## src/rtl/mux2_arbiter.sv

```systemverilog
// mux2_arbiter: round-robin burst arbiter sharing one channel between two requesters via a 2:1 mux
module MUX2 #(
  parameter int WIDTH = 32
) (
  input  logic [WIDTH-1:0] a,
  input  logic [WIDTH-1:0] b,
  input  logic             s,
  output logic [WIDTH-1:0] y
);
  assign y = s ? b : a;
endmodule

module mux2_arbiter #(
  parameter int WIDTH     = 32,
  parameter int MAX_BURST = 4
) (
  input  logic             clk,
  input  logic             rstn,
  input  logic             req0,
  input  logic             req1,
  input  logic [WIDTH-1:0] data0,
  input  logic [WIDTH-1:0] data1,
  input  logic             last0,
  input  logic             last1,
  input  logic             out_ready,
  output logic             gnt0,
  output logic             gnt1,
  output logic             sel,
  output logic             out_valid,
  output logic [WIDTH-1:0] out_data,
  output logic             out_last,
  output logic             busy
);
  localparam int CW = $clog2(MAX_BURST + 1);
  localparam logic [CW-1:0] MB = CW'(MAX_BURST);
  typedef enum logic [1:0] {IDLE, G0, G1} state_t;
  state_t state, state_n;
  logic sel_n, prio, prio_n, reqx, lastx, reqo, xfer, end_ab, done;
  logic [CW-1:0] cnt, cnt_n, cnt_inc;
  always_ff @(posedge clk) begin
    if (!rstn) begin
      state <= IDLE;
      sel   <= 1'b0;
      prio  <= 1'b0;
      cnt   <= '0;
    end else begin
      state <= state_n;
      sel   <= sel_n;
      prio  <= prio_n;
      cnt   <= cnt_n;
    end
  end
  // in a G state sel already names the owner, so it indexes the current requester
  always_comb begin
    reqx    = sel ? req1 : req0;
    lastx   = sel ? last1 : last0;
    reqo    = sel ? req0 : req1;
    xfer    = out_valid && out_ready;
    cnt_inc = cnt + 1'b1;
    end_ab  = xfer && (lastx || cnt_inc == MB);
    done    = end_ab || !reqx;
    state_n = state;
    sel_n   = sel;
    prio_n  = prio;
    cnt_n   = cnt;
    if (state == IDLE) begin
      if (req0 || req1) begin
        sel_n   = (req0 && req1) ? prio : req1;
        state_n = sel_n ? G1 : G0;
        cnt_n   = '0;
      end
    end else if (done) begin
      prio_n  = ~sel;
      cnt_n   = '0;
      sel_n   = reqo ? ~sel : sel;
      state_n = reqo ? (sel ? G0 : G1) : end_ab ? state : IDLE;
    end else begin
      cnt_n = xfer ? cnt_inc : cnt;
    end
  end
  always_comb begin
    busy      = state != IDLE;
    gnt0      = state == G0;
    gnt1      = state == G1;
    out_valid = busy && (sel ? req1 : req0);
    out_last  = out_valid && (sel ? last1 : last0);
  end
  MUX2 #(.WIDTH(WIDTH)) u_mux (.a(data0), .b(data1), .s(sel), .y(out_data));
endmodule

```

## config.mk

```make
export PLATFORM = sky130hd
export DESIGN_NAME = mux2_arbiter
export DESIGN_NICKNAME = d
export VERILOG_FILES = /design/src/rtl/mux2_arbiter.sv
export SDC_FILE = /design/constraint.sdc
export NUM_CORES = 1
export LEC_CHECK = 0
export ABC_AREA = 1
export BUFFER_PORTS_ARGS = -buffer_cell sky130_fd_sc_hd__buf_2
export CORE_ASPECT_RATIO = 1.75
export CORE_UTILIZATION = 33
export DETAILED_ROUTE_END_ITERATION = 8
export PLACE_DENSITY = 0.88
export SYNTH_ARGS = -nofsm -noshare
export SYNTH_HDL_FRONTEND = slang
export SYNTH_SLANG_ARGS = --single-unit
export TNS_END_PERCENT = 100
```

## constraint.sdc

```tcl
create_clock -name clk -period 1.7 [get_ports clk]
set_input_delay 0.085 -clock clk [delete_from_list [all_inputs] [get_ports clk]]
set_output_delay 0.085 -clock clk [all_outputs]
set_load 0.005 [all_outputs]
```

# Word-level counts from Yosys, hierarchy flattened

Cells that the tools add are included.

Flip-flop bits (word level): 7
Output and inout bits: 38
Bits of input ports: 71
Word-level logic and storage cells: 50

Multiplexer cells: 20
Equal/unequal tests: 5
Bitwise gates (word level): 2
$add $sub $neg: 1
Reductions and logical operators: 18

Operator list:

| operator              | number |
|---|---|
| $mux W32              | 1 |
| $mux W2               | 7 |
| $mux W3               | 4 |
| $mux W1               | 8 |
| $reduce_and A3 Y1     | 2 |
| $reduce_bool A2 Y1    | 3 |
| $logic_and A1 B1 Y1   | 5 |
| $reduce_and A2 Y1     | 2 |
| $add A3 B1 Y3 const B | 1 |
| $eq A3 B3 Y1 const B  | 1 |
| $logic_or A1 B1 Y1    | 3 |
| $ne A3 B2 Y1 const B  | 1 |
| $reduce_bool A3 Y1    | 1 |
| $eq A2 B1 Y1 const B  | 1 |
| $eq A2 B2 Y1 const B  | 1 |
| $logic_not A2 Y1      | 1 |
| $ne A2 B1 Y1 const B  | 1 |
| $not A1 Y1            | 2 |
| $logic_not A1 Y1      | 1 |

# Depth between registers and ports, before layout

Gate-level depths: netlist (run 1).

Word-level depth: 8
Depth in mapped cells: 11
Mapped depth without buffers: 11

# Hierarchy

Synthesis (run 1) repeated with hierarchy kept, for this count alone.

Cells, all modules: 192
Area total of the unflattened synthesis: 1048.5 µm²

Modules (own cells, without submodules):

| module       | times used | seq. area each (µm²) | area an instance (µm²) | cells each |
|---|---|---|---|---|
| mux2_arbiter | 1          | 140.1                | 556.8                  | 88 |
| MUX2         | 1          | 0.0                  | 491.7                  | 104 |

# Least setup slack after synthesis (run 1)

No wires, ideal clock.

Kind: register to register
Start: register cnt[0]
End: register state[1]
Period minus slack after synthesis: 1235 ps
Library setup time: 113 ps
Data required time: 1587 ps
Data arrival time: 1122 ps
Slack: 465 ps
Stages on the path, launching flop included: 11
Path buffers: 0
Cell sequence: dfxtp_1 -> ha_1 -> inv_1 -> nand2_1 -> nand3_1 -> nand2_4 -> nand3_2 -> nand2_1 -> nor2_2 -> nor2_1 -> nor2_1

Longest elaborated chain between the ends: 7
Elaborated cells between the ends (all ways): 8
Classes of those cells: add/sub (1); eq/ne (2); reduce/logical (5)

Ends and longest elaborated chain:

| element                                | line | source |
|---|---|---|
| start: declaration                     | 39   | `logic [CW-1:0] cnt, cnt_n, cnt_inc;` |
| start signal: assignment               | 50   | `cnt <= cnt_n;` |
| $add A3 B1 Y3 (*)                      | 59   | `cnt_inc = cnt + 1'b1;` |
| $eq A3 B3 Y1 (*)                       | 60   | `end_ab = xfer && (lastx \|\| cnt_inc == MB);` |
| $logic_or A1 B1 Y1 (*)                 | 60   |  |
| $logic_and A1 B1 Y1 (*)                | 60   |  |
| $logic_or A1 B1 Y1                     | 61   | `done = end_ab \|\| !reqx;` |
| $reduce_bool A2 Y1 (no source line)    | --   |  |
| $reduce_and A3 Y1 (no source line) (*) | --   |  |
| end signal: assignment                 | 47   | `state <= state_n;` |
| end: declaration                       | 37   | `state_t state, state_n;` |

Every way passes the cells marked *; elsewhere a longest branch is shown, timed or not.
A chain may end at the register's enable or synchronous reset.

# Worst setup path in the final report (run 1)

Start: register sel
End: register state[0]

Longest elaborated chain between the ends: 7
Elaborated cells between the ends (all ways): 16
Classes of those cells: eq/ne (1); mux (7); reduce/logical (8)

Ends and longest elaborated chain:

| element                             | line   | source |
|---|---|---|
| start: declaration                  | 28     | `output logic sel,` |
| start signal: assignment            | 48     | `sel <= sel_n;` |
| $mux W1                             | 55, 85 |  |
| $logic_and A1 B1 Y1                 | 85     | `out_valid = busy && (sel ? req1 : req0);` |
| $logic_and A1 B1 Y1                 | 58     | `xfer = out_valid && out_ready;` |
| $logic_and A1 B1 Y1                 | 60     |  |
| $logic_or A1 B1 Y1                  | 61     |  |
| $reduce_bool A2 Y1 (no source line) | --     |  |
| $reduce_and A3 Y1 (no source line)  | --     |  |

Parallel ways exist; a longest one is shown, timed or not. The select of a mux whose other input is x is not followed.

==> results of run 1 <==
-- cells by family (layout without fill, tap and decap cells) --
logic type,Yosys count,count (layout),synth area share
and+or+nand+nor,147,147,0.653
buffers and inverters,24,133,0.103
AOI/OAI and AO/OA,11,11,0.0756
DFF,7,7,0.144
adders and majority gates,2,2,0.0256
-- cell usage in the layout (no fill, tap or decap) --
cell type  count
nand2_1      116
nand3_1        6
clkbuf_8       3
dfxtp_1        7
buf_4          4
o21ai_2        2
o21ai_0        3
inv_4          1
buf_2        108
nand3_2        1
nor2_8         1
nand2_2        3
a21oi_4        1
nand2_4        4
nor2_4         1
nand4_1        3
inv_2          2
nor2_1        11
a21oi_1        5
clkbuf_1       1
inv_1         14
nor2_2         1
ha_1           2
-- state kept, by name, summed over array words and instances, names as in the netlist --
register / flops
cnt: 3
prio: 1
sel: 1
state: 2
-- cell type report --
class / instances / area share
inverter: 17 / 0.0417
timing repair buffer: 112 / 0.358
clock buffer: 4 / 0.0283
tap: 27 / 0.0212
multi-input combinational: 160 / 0.462
sequential: 7 / 0.0880
-- worst min path at each step --
stage                          end  slack [ns]  startpoint
after floorplan               prio        0.21        rstn
after global placement        prio        0.37        rstn
after detailed placement      prio        0.38        rstn
after CTS                     prio        0.14        rstn
after global routing      state[1]        0.16        rstn
final                         prio        0.14        rstn
-- metal layers --
layer | GRT usage | routed length, um | vias to the layer above
met5 | 0 | 0 | -
met4 | 0.0943 | 48 | 0
met3 | 0.0413 | 262 | 6
met2 | 0.378 | 1680 | 77
met1 | 0.184 | 1110 | 601
li1 | - | - | 795
-- power by group --
part           switching (mW)  total, mW  internal, mW  leakage [nW]
Combinational           0.804       1.39         0.587         0.986
Sequential             0.0560      0.273         0.217        0.0575
Clock                  0.0691      0.231         0.162        0.0228
-- through the flow --
| step | std cells | util | hold WS (ns) | worst slack, ns | power, mW |
|---|---|---|---|---|---|
| after floorplan | 191 | - | 0.206 | 0.465 | 1.17 |
| after global placement | 323 | 0.562 | 0.375 | 0.328 | 1.66 |
| after detailed placement | 323 | 0.562 | 0.377 | 0.294 | 1.68 |
| after CTS | 327 | 0.578 | 0.142 | 0.276 | 1.92 |
| after global routing | 327 | 0.578 | 0.160 | 0.108 | 2.12 |
| final | 327 | 0.578 | 0.144 | 0.287 | 1.90 |
-- worst max-delay path, stage by stage (launching register included) --
cell	delay, ns
dfxtp_1	0.37
buf_4	0.29
nand2_2	0.08
o21ai_2	0.09
nand2_4	0.10
a21oi_4	0.17
nor2_2	0.06
nor2_1	0.08
nor2_1	0.05
==> metrics.txt, run 1 <==
RR Endpoint state[0]; Placed Instance Area approximately 1500 um^2; worst setup path endpoint state[0]; footprint of the multi-input gates roughly 740 um^2; WHS Path Cells 3; H-tree levels 1; Synthesized Nets 264; starting density of the core 0.355; top post-synthesis cells by area nand2_1 45%, dfxtp_1 14%, inv_1 5.4%; DRT Pass-1 Iters 4; Initial DRC Count 12; Buffers on Ports 108; Pwr Density 1190 nW/um^2; flop-to-flop setup slack 0.29 ns; post-CTS sizing 0; Post-Syn Area 976 um^2; Setup crit end kind register; CTS tree yes; fillers 291; Worst setup SP type register; initial antenna violation count 0; syn avg cell area 5.11 um^2; status finished, final reports clean; Post-DRT Antenna Nets 0; most numerous cell in the Yosys netlist nand2_1; max-slew violations 0; clock buffer depth 2; largest net degree at the start of global routing 26; CTS Hold Bufs 0; gpl congestion slightly below 0.9; Layout Nets between 300 and 400; clock latency on the worst-skew pair 0.22 ns; worst path required time approximately 1.8 ns; cts bufs inserted 3; Seq/Total Area, Yosys 0.144; RSZ-0062 raised after global routing false; Synth cell types 21; Fin. Hold Viols 0; vias in the first global route 1,271; Worst Setup SP sel; core area 2750 um^2; Setup Buffers After CTS 0; fmax approximately 710 MHz; floorplan row count 25; die extent in x 43.1 um; Hold Crit Class input pin to register; number of synthesized flops with an enable pin 0; number of synthesized register bits 7; Crit Reg-Reg Startpoint sel; crit path max fanout 25; total grt overflow 0; Cells after Synth 191; fraction of registers with async set/reset 0; overall routing resource usage 0.194; HPWL after detailed placement 2620 um; largest area contributor in the netlist nand2_1; DR WL/cell 9.49 um; io pins 109; clk root buf clkbuf_8; fraction of layout cells with a size suffix above 1 0.440; CP Class register to register; Post-synth top flop dfxtp_1; top post-synthesis cells by count 116 x nand2_1, 14 x inv_1, 11 x nor2_1, 7 x dfxtp_1; Worst-Margin Slew between 0.2 and 0.25 ns; period utilization 0.831; global-route wire length before repair 4960 um; # Max-Cap Violations 0; Setup TNS 0 ns; n_diodes 0; crit path DAT 1.53 ns; Max-Slew Margin vs Limit 0.837; Leak 1.07 nW; clock sink total 7; clock slew at reported path FFs ~0.040 ns; Yosys warnings 0; Synth top area share 0.446; WL final just over 3000 um; Worst VDD drop 0.556 mV; final setup fails 0; Die Footprint 3190 um^2; Area growth, synth to finish 63.1%; worst reg-to-reg path cell count 8; routed vias 1,479; Tmin final 1.41 ns; Residual DRC 0; vias per cell 4.52; Setup Skew 0.00261 ns; design area ~1600 um^2; Vert. Die Dim 73.9 um; register area 140 um^2
Power figures use the tool's default switching activity.
==> inputs of run 2 (changes only) <==
ABC_AREA = 0   (was 1)
CORE_UTILIZATION = 30   (was 33)
PLACE_DENSITY = 0.86   (was 0.88)
clock period = 1.2 ns   (was 1.7 ns; I/O delays follow)
==> metrics.txt, run 2 <==
crit path max fanout 12 (-52%); Leak 1.02 nW (-4.6%); number of synthesized flops with an enable pin 0 (unchanged); routed vias 1,330 (-10%); clock sink total 7 (unchanged); n_diodes 0 (unchanged); met3 usage 0.0308 (-0.0105); gpl congestion 0.822 (-7.8%); number of synthesized register bits 7 (unchanged); worst path required time 1.14 ns (-0.68 ns); clock buffer depth 2 (unchanged); most numerous cell in the Yosys netlist mux2_2; H-tree levels 1 (unchanged); Seq/Total Area, Yosys 0.147 (+0.00359); fin worst setup slack -0.230 ns (-0.517 ns); Post-Syn Area 952 um^2 (-2.4%); Setup crit end kind output port; DR WL/cell 14.6 um (+54%); Yosys warnings 0 (unchanged); Worst setup SP type register; top flop regs cnt x3, state x2; Synthesized Nets 181 (-31%); cts bufs inserted 3 (unchanged); register area 146 um^2 (+4.5%); final setup fails 41 (+41); Synth Area in Simple Gates 0.110 (-0.542); Most flops, register cnt; HPWL after detailed placement 2800 um (+6.7%); number of flip-flops under the largest register name 3 (unchanged); top post-synthesis cells by count 33 x mux2_2, 9 x inv_1, 7 x dfxtp_1, 7 x o21ai_0, 6 x buf_2; Synth top area share 0.390 (-0.0559); CTS Hold Bufs 0 (unchanged); CP Class register to output port; Adder-Cell Fraction of Synth Area 0.0263 (+0.000640); Worst VDD drop 0.677 mV (+22%); clock slew at reported path FFs 0.04 ns (about the same); fraction of layout cells with a size suffix above 1 0.779 (+0.339); GR Util met1 0.161 (-0.0228); core area 2960 um^2 (+7.5%); Synth Area in XOR/XNOR 0.00920 (+0.00920); Initial DRC Count 40 (+28); total grt overflow 0 (unchanged); vias in the first global route 1,272 (+0.079%); Die Footprint 3410 um^2 (+7.0%); dpl cells 264 (-18%); clk root buf clkbuf_8; vias per cell 4.87 (+7.7%); floorplan row count 26 (+4.0%); Hold Crit Class input pin to register; top post-synthesis cells by area mux2_2 39%, dfxtp_1 15%, mux2i_1 4.2%; CTS tree yes; Residual DRC 0 (unchanged); Total Power 1.73 mW (-8.9%); post-layout util 0.695 (+0.117); Synth cell types 30 (+43%); io pins 109 (unchanged); DRT Pass-1 Iters 4 (unchanged); status finished with violations; largest area contributor in the netlist mux2_2; hold slack 0.163 ns (+0.0197 ns); Layout Nets 305 (-18%); die extent in x 44.6 um (+3.4%); largest net degree at the start of global routing 25 (-3.8%); Buffers on Ports 108 (unchanged); Tmin final 1.43 ns; Max-Slew Margin vs Limit 0.804 (-0.0328); Fin. Hold Viols 0 (unchanged); commonest non-fill, non-tap cell in the layout buf_2; crit path DAT 1.37 ns (-0.16 ns); # Max-Cap Violations 0 (unchanged); footprint of the multi-input gates 931 um^2 (+27%); Setup TNS -6.72 ns (-6.72 ns); most frequent cells in the layout 91 x buf_2, 20 x buf_6, 17 x mux2_4, 16 x mux2_2, 11 x buf_4; Placed Instance Area 1660 um^2 (+7.0%); fraction of registers with async set/reset 0 (unchanged); Setup Skew 0.00285 ns (+0.000248 ns); Finished Layout Cells 273 (-17%); GRT Max-Usage Layer met2; largest family of logic cells by synthesized area multiplexers; clock latency on the worst-skew pair 0.23 ns (about the same); max-slew violations 0 (unchanged); Worst-Margin Slew 0.293 ns (+0.0487 ns); Pwr Density 840 nW/um^2 (-30%); fmax 699 MHz; failing checks setup timing; starting density of the core 0.322 (-0.0329); global-route wire length before repair 5240 um (+5.7%); fillers 226 (-22%); met2 GRT Util 0.421 (+0.0425); Post-DRT Antenna Nets 0 (unchanged); pre-CTS WS -0.174 ns (-0.469 ns); initial antenna violation count 0 (unchanged); compound-cell area share of the yosys netlist 0.172 (+0.0965); WL final 3990 um (+29%); multiplexer share of the synthesized area 0.456 (+0.456); design area 2060 um^2 (+29%); overall routing resource usage 0.202 (+0.00853); RSZ-0062 raised after global routing true; period utilization 1.19; Vert. Die Dim 76.5 um (+3.5%); Area growth, synth to finish 116%; Post-synth top flop dfxtp_1; Cells after Synth 108 (-43%); syn avg cell area 8.82 um^2 (+73%)
-- run 2: cells by family after synthesis --
family,count (synthesis)
muxes,38
DFF,7
xor gates and xnor gates,1
and+or+nand+nor,21
adders and majority gates,2
AOI/OAI and AO/OA,23
buffers and inverters,16
-- run 2: power by group --
part           switching [mW]  internal (mW)
sequential             0.0285          0.256
combinational           0.431          0.680
clock                   0.101          0.230
total                   0.561           1.17
-- run 2: worst max-delay path: stages, from the launching register on --
cell	delay (ns)
dfxtp_4	0.40
buf_4	0.13
buf_12	0.13
mux2_2	0.34
buf_2	0.14
-- run 2: final cells by class --
type | instances | area share
clock buffer | 4 | 0.0219
inverter | 9 | 0.0164
multi-input combinational | 85 | 0.453
sequential | 7 | 0.0712
tap | 42 | 0.0255
timing repair buffer | 126 | 0.412
-- run 2: routing by layer --
layer,vias to the layer above,wire (um)
li1,641,-
met1,610,1270
met2,69,2360
met3,10,262
met4,0,95
met5,-,0
-- run 2: what timing repair did --
| item | 4_1_cts | 5_1_grt |
|---|---|---|
| gates cloned | 0 | 2 |
| endpoints found under the setup margin | 41 | 42 |
| resized for setup | 25 | 30 |
| pin swaps | 3 | 3 |
| buffers inserted | 2 | 1 |
-- run 2: final timing paths --
| kind | start | endpoint | slack, ns | cells past startpoint |
|---|---|---|---|---|
| worst max-delay path | sel | out_data[20] | -0.23 | 4 |
| worst min-delay path | rstn | prio | 0.16 | 3 |
| worst max register to register | cnt[0] | state[0] | -0.19 | 5 |
| worst min register to register | cnt[1] | cnt[1] | 0.48 | 2 |
==> inputs of run 3 (changes only) <==
CORE_UTILIZATION = 33   (was 30)
PLACE_DENSITY = 0.87   (was 0.86)
SYNTH_HIERARCHICAL = 1   (was unset)
==> metrics.txt, run 3 <==
Synth top area share 0.413 (+0.0226); DR WL/cell 18.3 um (+25%); floorplan row count 27 (+3.8%); Tmin final 1.50 ns (+0.0682 ns); WL final 5170 um (+30%); Seq/Total Area, Yosys 0.124 (-0.0229); CP Cell Sequence mux2_4 > a22oi_4 > buf_4 > nor3b_1 > a31oi_1; Total Power 2.18 mW (+26%); starting density of the core 0.351 (+0.0296); Post-Syn Area 1130 um^2 (+18%); fraction of registers with async set/reset 0 (unchanged); design area 2310 um^2 (+12%); io pins 109 (unchanged); fraction of layout cells with a size suffix above 1 0.808 (+0.0283); gpl congestion 0.856 (+4.2%); most frequent cells in the layout 75 x buf_2, 37 x buf_6, 33 x mux2_4, 20 x buf_4, 5 x nand2_1; vias in the first global route 1,507 (+18%); Max-Slew Margin vs Limit 0.790 (-0.0142); crit path max fanout 8 (-4); overall routing resource usage 0.271 (+0.0689); n_diodes 0 (unchanged); footprint of the multi-input gates 950 um^2 (+2.0%); Worst VDD drop 0.700 mV (+3.4%); Crit path largest cell delay 0.37 ns (-0.03 ns); period utilization 1.25 (+0.0569); Area growth, synth to finish 105%; failing checks setup timing; status finished with violations; Hold Crit Class input pin to register; Residual DRC 0 (unchanged); register area 154 um^2 (+5.1%); Worst setup SP type register; HPWL after detailed placement 3580 um (+28%); fmax 667 MHz (-4.6%); DRT Pass-1 Iters 4 (unchanged); die extent in x 46.2 um (+3.6%); CP Class register to register; pre-CTS WS -0.217 ns (-0.0429 ns); Layout Nets 313 (+2.6%); clock latency on the worst-skew pair 0.24 ns (about the same); total grt overflow 0 (unchanged); number of synthesized register bits 7 (unchanged); number of synthesized flops with an enable pin 0 (unchanged); CTS Hold Bufs 0 (unchanged); hold slack 0.127 ns (-0.0361 ns); final setup fails 41 (unchanged); largest net degree at the start of global routing 13 (-48%); fin worst setup slack -0.299 ns (-0.0682 ns); Worst-Margin Slew 0.314 ns (+0.0213 ns); worst path required time 1.35 ns (+0.21 ns); Vert. Die Dim 79.3 um (+3.7%); routed vias 1,444 (+8.6%); Pwr Density 943 nW/um^2 (+12%); clock sink total 7 (unchanged); syn avg cell area 10.9 um^2 (+24%); cts bufs inserted 3 (unchanged); largest area contributor in the netlist mux2_4; Placed Instance Area 1790 um^2 (+8.2%); clock slew at reported path FFs 0.05 ns (about the same); Synthesized Nets 176 (-2.8%); most numerous cell in the Yosys netlist mux2_4; Setup Skew 0.00590 ns (+0.00304 ns); vias per cell 5.12 (+5.1%); clock buffer depth 2 (unchanged); Yosys warnings 6 (+6); core area 3210 um^2 (+8.4%); number of flip-flops under the largest register name 3 (unchanged); fillers 213 (-5.8%); CTS tree yes; Setup crit end kind register; Buffers on Ports 108 (unchanged); Synth cell types 39 (+30%); top post-synthesis cells by area mux2_4 41%, dfxtp_1 12%, buf_12 5.3%; Die Footprint 3660 um^2 (+7.4%); global-route wire length before repair 7040 um (+34%); CP max stage cell dfxtp_4; Most flops, register cnt; crit path DAT 1.65 ns (+0.28 ns); Cells after Synth 103 (-4.6%); Post-DRT Antenna Nets 0 (unchanged); top post-synthesis cells by count 31 x mux2_4, 7 x dfxtp_1, 5 x nand2_1; # Max-Cap Violations 0 (unchanged); max-slew violations 0 (unchanged); commonest non-fill, non-tap cell in the layout buf_2; clk root buf clkbuf_8; Leak 1.21 nW (+19%); top flop regs cnt x3, state x2; RSZ-0062 raised after global routing true; initial antenna violation count 0 (unchanged); Fin. Hold Viols 0 (unchanged); Initial DRC Count 35 (-13%); H-tree levels 1 (unchanged); Post-synth top flop dfxtp_1
==> run 3: cell types whose count changed in the layout (fill, tap and decap cells not counted), sizes merged, moves of 2 or more <==
| cell | previous run | this run |
|---|---|---|
| a2111oi | 2 | 0 |
| buf | 124 | 137 |
| inv | 9 | 4 |
| mux2i | 5 | 2 |
| nand3b | 0 | 2 |
| nand4b | 0 | 2 |
| nor2b | 4 | 2 |
| nor3 | 4 | 1 |
| nor3b | 0 | 2 |
| o21ai | 7 | 1 |
==> run 3: path summary, 6_finish.rpt <==
check	start	end	slack, ns	cells after the start
min reg2reg	cnt[0]	cnt[0]	0.49	2
max	sel	state[1]	-0.30	5
min	rstn	prio	0.13	3
max reg2reg	sel	state[1]	-0.30	5
==> run 3: per-stage QoR <==
| stage | utilization | std cells | setup TNS [ns] |
|---|---|---|---|
| 6_report | 0.720 | 282 | -7.50 |
| 5_1_grt | 0.720 | 282 | -8.87 |
| 4_1_cts | 0.690 | 277 | -7.22 |
| 3_5_place_dp | 0.558 | 262 | -2.87 |
| 3_3_place_gp | 0.558 | 262 | -2.14 |
| 2_1_floorplan | - | 103 | -0.625 |
==> run 3: metal layers <==
layer | global-route usage | up-vias | share of wire | wire [um]
met3 | 0.0955 | 9 | 0.11 | 568
met2 | 0.504 | 115 | 0.52 | 2700
met4 | 0.0912 | 0 | 0.022 | 114
met1 | 0.255 | 657 | 0.35 | 1790
li1 | - | 663 | - | -
met5 | 0 | - | 0 | 0
==> run 3: final cells by class <==
| cell class | count | area share |
|---|---|---|
| clock buffer | 4 | 0.0195 |
| inverter | 4 | 0.00758 |
| multi-input combinational | 85 | 0.411 |
| sequential | 7 | 0.0666 |
| tap | 43 | 0.0233 |
| timing repair buffer | 139 | 0.472 |
==> run 3: repair_timing <==
action,in CTS,in global routing
resized for setup,53,8
gates cloned,1,2
endpoints found under the setup margin,42,43
hold endpoints to repair,0,0
pin swaps,5,3
buffers inserted,10,3
==> run 3: critical path, delay by kind of cell, from the launching register on <==
family,cells,cell delay [ns]
multiplexers,1,0.34
flip-flops,1,0.37
AO/OA/AOI/OAI,2,0.47
buffers and inverters,1,0.17
AND/OR/NAND/NOR,1,0.05
==> run 3: power by group <==
| part | switching, mW | total, mW | internal [mW] | leakage, nW |
|---|---|---|---|---|
| Clock | 0.125 | 0.357 | 0.232 | 0.0228 |
| Combinational | 0.561 | 1.53 | 0.968 | 1.12 |
| Sequential | 0.0302 | 0.292 | 0.262 | 0.0602 |
==> run 3: cells by family after synthesis <==
| logic type | count (synthesis) | share of synthesized area |
|---|---|---|
| compound gates | 20 | 0.159 |
| xor+xnor | 1 | 0.0144 |
| fa+ha+maj | 2 | 0.0222 |
| buf+inv | 11 | 0.0888 |
| flops | 7 | 0.124 |
| mux | 35 | 0.451 |
| simple gates | 27 | 0.141 |
